**src/rtl/seg_scan_decoder.sv**
```systemverilog
// Seven-segment scan decoder: debounces scanned anode/segment samples into an 8-digit frame.
// Frame updates 2 cycles after the input edge of the last digit's qualifying sample; no backpressure.
module seg_scan_decoder #(
  parameter int STABLE_CYCLES  = 2,
  parameter int TIMEOUT_CYCLES = 64
) (
  input  logic        clk,
  input  logic        reset,
  input  logic [7:0]  an,
  input  logic [6:0]  seg,
  input  logic        clear,
  output logic [31:0] frame_out,
  output logic        frame_valid,
  output logic [7:0]  blank_mask,
  output logic        err_invalid,
  output logic        err_multi,
  output logic        stale
);

  localparam int            TW           = $clog2(TIMEOUT_CYCLES + 1);
  localparam logic [3:0]    STABLE_N     = 4'(STABLE_CYCLES);
  localparam logic [TW-1:0] TIMEOUT_N    = TW'(TIMEOUT_CYCLES);
  localparam logic [3:0]    CODE_INVALID = 4'hE;
  localparam logic [3:0]    CODE_BLANK   = 4'hF;

  typedef enum logic [1:0] {
    IDLE   = 2'd0,
    SETTLE = 2'd1,
    HELD   = 2'd2
  } state_t;

  function automatic logic [3:0] decode_seg(input logic [6:0] s);
    case (s)
      7'b1000000: decode_seg = 4'd0;
      7'b1111001: decode_seg = 4'd1;
      7'b0100100: decode_seg = 4'd2;
      7'b0110000: decode_seg = 4'd3;
      7'b0011001: decode_seg = 4'd4;
      7'b0010010: decode_seg = 4'd5;
      7'b0000010: decode_seg = 4'd6;
      7'b1111000: decode_seg = 4'd7;
      7'b0000000: decode_seg = 4'd8;
      7'b0010000: decode_seg = 4'd9;
      7'b1111111: decode_seg = CODE_BLANK;
      default:    decode_seg = CODE_INVALID;
    endcase
  endfunction

  state_t        state_q, state_d;
  logic [7:0]    an_q, an_d;
  logic [6:0]    seg_q, seg_d;
  logic [14:0]   hold_q, hold_d;
  logic [3:0]    cnt_q, cnt_d;
  logic [TW-1:0] to_q, to_d;
  logic [7:0]    seen_q, seen_d;
  logic [31:0]   shadow_q, shadow_d;
  logic          done_q, done_d;
  logic [31:0]   frame_q, frame_d;
  logic          fv_q, fv_d;
  logic [7:0]    blank_q, blank_d;
  logic          err_inv_q, err_inv_d;
  logic          err_multi_q, err_multi_d;
  logic          stale_q, stale_d;

  logic [3:0]    zero_cnt;
  logic [2:0]    sel_idx;
  logic          one_hot;
  logic          multi_low;
  logic [14:0]   sample;
  logic          same_sample;
  logic          restart;
  logic [3:0]    cnt_next;
  logic          capture;
  logic [3:0]    cap_code;
  logic [7:0]    cap_mask;
  logic [7:0]    seen_set;
  logic [TW-1:0] to_inc;
  logic          timeout;

  always_comb begin
    an_d  = an;
    seg_d = seg;
  end

  always_comb begin
    zero_cnt = '0;
    sel_idx  = '0;
    for (int i = 0; i < 8; i++) begin
      if (!an_q[i]) begin
        zero_cnt = zero_cnt + 4'd1;
        sel_idx  = 3'(i);
      end
    end
  end

  assign one_hot     = (zero_cnt == 4'd1);
  assign multi_low   = (zero_cnt > 4'd1);
  assign sample      = {an_q, seg_q};
  assign same_sample = (sample == hold_q);

  // A new dwell starts whenever a one-hot sample differs from the one being tracked.
  always_comb begin
    restart  = one_hot && ((state_q == IDLE) || !same_sample);
    cnt_next = restart ? 4'd1 : (cnt_q + 4'd1);
    state_d  = state_q;
    cnt_d    = cnt_q;
    hold_d   = hold_q;
    if (!one_hot) begin
      state_d = IDLE;
      cnt_d   = '0;
    end else if (restart || (state_q == SETTLE)) begin
      cnt_d   = cnt_next;
      state_d = (cnt_next == STABLE_N) ? HELD : SETTLE;
      if (restart) begin
        hold_d = sample;
      end
    end
  end

  always_comb begin
    capture = 1'b0;
    if (one_hot && (restart || (state_q == SETTLE)) && (cnt_next == STABLE_N)) begin
      capture = 1'b1;
    end
  end

  always_comb begin
    cap_code = decode_seg(seg_q);
    cap_mask = capture ? (8'b1 << sel_idx) : 8'b0;

    shadow_d = shadow_q;
    if (capture) begin
      shadow_d[{sel_idx, 2'b00} +: 4] = cap_code;
    end

    // Completion is judged including this cycle's capture, so it beats a coincident timeout.
    seen_set = seen_q | cap_mask;
    done_d   = (seen_set == 8'hFF);
    to_inc   = to_q + TW'(1);
    timeout  = (to_inc == TIMEOUT_N) && !done_d;
    to_d     = (done_d || timeout) ? '0 : to_inc;
    seen_d   = (done_d || timeout) ? 8'h00 : seen_set;

    frame_d = frame_q;
    blank_d = blank_q;
    if (done_q) begin
      frame_d = shadow_q;
      for (int i = 0; i < 8; i++) begin
        blank_d[i] = (shadow_q[4*i +: 4] == CODE_BLANK);
      end
    end
    fv_d = done_q;

    err_inv_d   = (err_inv_q & ~clear) | (capture && (cap_code == CODE_INVALID));
    err_multi_d = (err_multi_q & ~clear) | multi_low;
    stale_d     = (stale_q & ~clear) | timeout;
  end

  always_ff @(posedge clk) begin
    if (reset) begin
      state_q <= IDLE;
    end else begin
      state_q <= state_d;
    end
  end

  always_ff @(posedge clk) begin
    if (reset) begin
      an_q        <= 8'hFF;
      seg_q       <= 7'h7F;
      hold_q      <= '1;
      cnt_q       <= '0;
      to_q        <= '0;
      seen_q      <= '0;
      shadow_q    <= '0;
      done_q      <= 1'b0;
      frame_q     <= '0;
      fv_q        <= 1'b0;
      blank_q     <= '0;
      err_inv_q   <= 1'b0;
      err_multi_q <= 1'b0;
      stale_q     <= 1'b0;
    end else begin
      an_q        <= an_d;
      seg_q       <= seg_d;
      hold_q      <= hold_d;
      cnt_q       <= cnt_d;
      to_q        <= to_d;
      seen_q      <= seen_d;
      shadow_q    <= shadow_d;
      done_q      <= done_d;
      frame_q     <= frame_d;
      fv_q        <= fv_d;
      blank_q     <= blank_d;
      err_inv_q   <= err_inv_d;
      err_multi_q <= err_multi_d;
      stale_q     <= stale_d;
    end
  end

  assign frame_out   = frame_q;
  assign frame_valid = fv_q;
  assign blank_mask  = blank_q;
  assign err_invalid = err_inv_q;
  assign err_multi   = err_multi_q;
  assign stale       = stale_q;

endmodule

```
**config.mk**
```make
export PLATFORM = sky130hd
export DESIGN_NAME = seg_scan_decoder
export DESIGN_NICKNAME = d
export VERILOG_FILES = /design/src/rtl/seg_scan_decoder.sv
export SDC_FILE = /design/constraint.sdc
export NUM_CORES = 1
export LEC_CHECK = 0
export CORE_MARGIN = 2
export CORE_UTILIZATION = 55
export DETAILED_ROUTE_END_ITERATION = 10
export PLACE_DENSITY = 0.89
export SYNTH_ARGS = -nofsm -noshare
export SYNTH_HDL_FRONTEND = slang
export SYNTH_SLANG_ARGS = --single-unit
```
**constraint.sdc**
```tcl
create_clock -name clk -period 6 [get_ports clk]
set_clock_uncertainty 0.15 [all_clocks]
set_input_delay 1.2 -clock clk [delete_from_list [all_inputs] [get_ports clk]]
set_output_delay 1.2 -clock clk [all_outputs]
set_load 0.05 [all_outputs]
```
==> impl_metrics.py <==
metrics = {
    "floorplanning": {
        "dieArea_um2": 12620,
        "die-width_um": 112.3,
        "pin_count": 62,
        "rows": 39,
        "core_area_um2": 11420,
        "die_h_um": 112.3,
        "floorplan.initialDensity_pct": 56.54,
    },
    "setup_path": {
        "path_buf_inv": 3,
        "reg2reg_setup_slack_ns": 0.33,
        "critPathLaunchType": "flop",
        "slowest_delay_ns": 0.50,
        "worstPathCellList": "inv_1 -> ha_2 -> xnor2_4 -> ha_1 -> nor2b_2 -> a21oi_1 -> xnor2_1 -> a221o_1 -> inv_1 -> ha_1 -> nand2b_1 -> xnor2_1 -> xnor2_2 -> or4b_1 -> o32a_1 -> nand4_4 -> xnor2_1 -> a32oi_1 -> nor4b_4 -> buf_4 -> nor3_1",
        "cpMostUsedCell": "xnor2_1",
        "arrival_ns": 5.81,
        "critPathCaptureType": "flop",
        "crit_path_max_fanout": 15,
        "cp_data_required_time_ns": 6.14,
        "crit_slowest_cell": "or4b_1",
        "cp_top_family": "simple AND/OR/NAND/NOR gates",
        "crit_type": "flop to flop",
    },
    "drt": {
        "drt_pass1_iterations": 5,
        "wl_per_cell_um": 17.75,
        "via_count": 5381,
        "highest_layer": "met4",
        "route.met3.wl_um": 771,
        "drt-initial-drc-count": 407,
        "drc_errors": 0,
        "drt_wl_total_um": 15960,
        "via_per_inst": 5.986,
        "detail-route-antenna-nets": 0,
        "wl_met2_um": 8002,
        "m1WireLength_um": 6771,
    },
    "logic_synthesis": {
        "postSynthAreaPerCell_um2": 9.184,
        "syn-num-nets": 737,
        "synth_area_leader_cell": "dfxtp_1",
        "synthTopCellsByArea": "dfxtp_1 40%, mux2i_1 12%, nor2_1 5.6%",
        "yosysSeqAreaShare_pct": 39.69,
        "synthFlopType": "dfxtp_1",
        "synth.top_cell.area_share_pct": 39.69,
        "syn_area_um2": 6456,
        "synthArstFlopShare_pct": 0,
        "ys_seq_elements": 128,
        "yosysWarnings": 0,
        "netlist_instances": 703,
        "yosysUniqueCellTypes": 70,
        "synth_edf_count": 0,
    },
    "timing": {
        "maxSlewHeadroom_pct": 18.18,
        "worst_pin_slew_ns": 1.227,
        "finalCritPeriodShare_pct": 94.47,
        "min_period_ns": 5.668,
        "hold_viol_final": 0,
        "slew_violations": 0,
        "setup_tns_ns": 0,
        "setup_viol": 0,
        "rsz0062_at_grt": "no",
        "max_freq_ghz": 0.1764,
    },
    "layout": {
        "antennaDiodeCount": 0,
        "final_cell_area_um2": 7792,
        "synthToLayoutAreaGrowth_pct": 20.70,
        "num-nets-final": 777,
        "drive_above_1_share_pct": 11.38,
        "fin_cells": 899,
        "fillCellCount": 823,
    },
    "grt": {
        "grt_max_degree": 96,
        "grt_antenna_before_repair": 0,
        "grt_pass1_vias": 5383,
        "grt_pass1_wl_um": 26570,
        "overflow": 0,
        "grt_usage_pct": 25.83,
    },
    "clock_tree": {
        "ctsHoldBuffers": 0,
        "insertion_delay_ns": 0.42,
        "htreeDepth": 4,
        "root_buffer": "clkbuf_16",
        "tritoncts": "built",
        "cts_sinks": 128,
        "cts_buffers": 17,
        "clockBufferDepth": 2,
        "clk_pin_slew_ns": 0.06,
    },
    "flow_run": {
        "max-cap-violations": 0,
    },
    "power": {
        "p_seq_share_pct": 38.4,
        "p_leak_uw": 0.002949,
        "swShare_pct": 26.48,
        "p_int_uw": 1787,
        "power_density_nw_per_um2": 311.9,
        "vdd_drop_max_mv": 0.2118,
        "p_sw_uw": 643.5,
        "clock_power_share_pct": 46.5,
        "combPwrFrac_pct": 15.2,
    },
    "placement": {
        "placed_area_um2": 7078,
        "globalplace.congestion": 0.8437,
        "placed_cells": 866,
        "hpwl_um": 10320,
        "io_buffers": 61,
    },
    "min_path": {
        "hold_path.class": "flop to flop",
    },
    "outcome": {
        "outcome": "finished, final reports clean",
    },
}
[flip-flops by register name (all words and copies together) (netlist names), 7 cells and up]
signal	flops
an_q	8
blank_mask	8
frame_out	32
hold_q	15
seen_q	8
seg_q	7
shadow_q	32
to_q	7
[synth_stat cells (4+ instances only)]
cell,instances
mux2i_1,76
inv_1,19
nor2b_1,21
nand3_1,16
dfxtp_1,128
nor4_1,5
o211a_1,4
a31oi_1,9
or2_2,18
nor3_1,21
and2_1,8
a211o_1,15
a21oi_1,16
and4_1,9
o21ai_0,13
nand4_1,8
nor2_1,97
xor2_1,15
nand4b_1,5
ha_1,16
nand2_1,28
nor3_2,9
o211ai_1,7
clkbuf_1,35
nand2b_1,7
xnor2_1,28
buf_2,4
[repair_timing]
item	CTS	global route
endpoints found under the setup margin	0	58
setup buffers	0	1
resized for setup	0	10
[worst reg2reg max path: cells and delay by family (launching register included)]
kind / cells / cell delay [ns]
DFF: 1 / 0.41
and+or+nand+nor: 6 / 1.47
xor gates and xnor gates: 5 / 0.94
AOI/OAI and AO/OA: 4 / 1.05
adders and majority gates: 3 / 1.01
buffers and inverters: 3 / 0.54
[cells in the final DEF, fill, tap and decap left out, types with 4 or more instances in the layout]
| cell type | n |
|---|---|
| clkbuf_16 | 17 |
| a31oi_1 | 9 |
| o21ai_0 | 13 |
| nand2b_1 | 7 |
| inv_1 | 19 |
| o211ai_1 | 7 |
| dfxtp_1 | 127 |
| a211o_1 | 15 |
| nand4b_1 | 5 |
| nor3_2 | 9 |
| nand3_1 | 16 |
| mux2i_1 | 76 |
| and2_1 | 8 |
| nand4_1 | 8 |
| clkdlybuf4s50_1 | 60 |
| bufinv_16 | 5 |
| and4_1 | 8 |
| nand2_1 | 28 |
| o211a_1 | 4 |
| nor4_1 | 5 |
| nor3_1 | 21 |
| buf_4 | 6 |
| a21oi_1 | 16 |
| or2_2 | 18 |
| xnor2_1 | 25 |
| xor2_1 | 15 |
| nor2b_1 | 20 |
| ha_1 | 15 |
| nor2_1 | 97 |
[kinds of logic (layout without fill, tap and decap cells)]
group / count (synthesis) / after routing / share of synthesized area, %
AND/OR/NAND/NOR: 278 / 278 / 23.74
flip-flops: 128 / 128 / 39.69
AO/OA/AOI/OAI: 92 / 92 / 10.37
multiplexers: 76 / 76 / 11.78
buffers and inverters: 66 / 119 / 4.302
XOR/XNOR: 47 / 47 / 7.016
adder cells (fa/ha/maj): 16 / 16 / 3.101
[power groups by stage]
stage	logic (µW)	clock network, µW	registers [µW]
finish	369	1130	932
global placement	332	0	945
floorplan	286	0	933
detailed placement	345	0	948
global route	404	1170	938
CTS	353	1130	930
[path summary, 6_finish.rpt]
path	from	cells after the start	end
max	an_q[1]	21	seen_q[6]
min	to_q[0]	1	to_q[0]
max reg2reg	an_q[1]	21	seen_q[6]
min reg2reg	to_q[0]	1	to_q[0]
[per-stage QoR]
step           worst slack (ns)  utilization, %  hold WS (ns)  total power (µW)
3_5_place_dp             0.2100           61.99        0.3166              1293
2_1_floorplan            0.9854               -        0.2905              1219
3_3_place_gp             0.3599           61.99        0.3111              1277
5_1_grt                 0.08065           68.24        0.3521              2513
6_report                 0.3315           68.24        0.3377              2430
4_1_cts                0.007959           67.61        0.3311              2415
[layer usage]
layer / GRT usage [%] / up-vias
li1: - / 2550
met1: 31.73 / 2587
met2: 44.66 / 202
met3: 5.130 / 42
met4: 10.16 / 0
met5: 0 / -
[final cells by class]
class | count | area (µm²) | area share [%]
clock buffer | 19 | 432.9 | 5.556
clock inverter | 13 | 209.0 | 2.681
inverter | 21 | 81.33 | 1.044
tap | 143 | 178.9 | 2.296
multi-input combinational | 509 | 3681 | 47.24
timing repair buffer | 66 | 645.6 | 8.285
sequential | 128 | 2564 | 32.90
No activity file was read; power rests on OpenSTA's default activity.
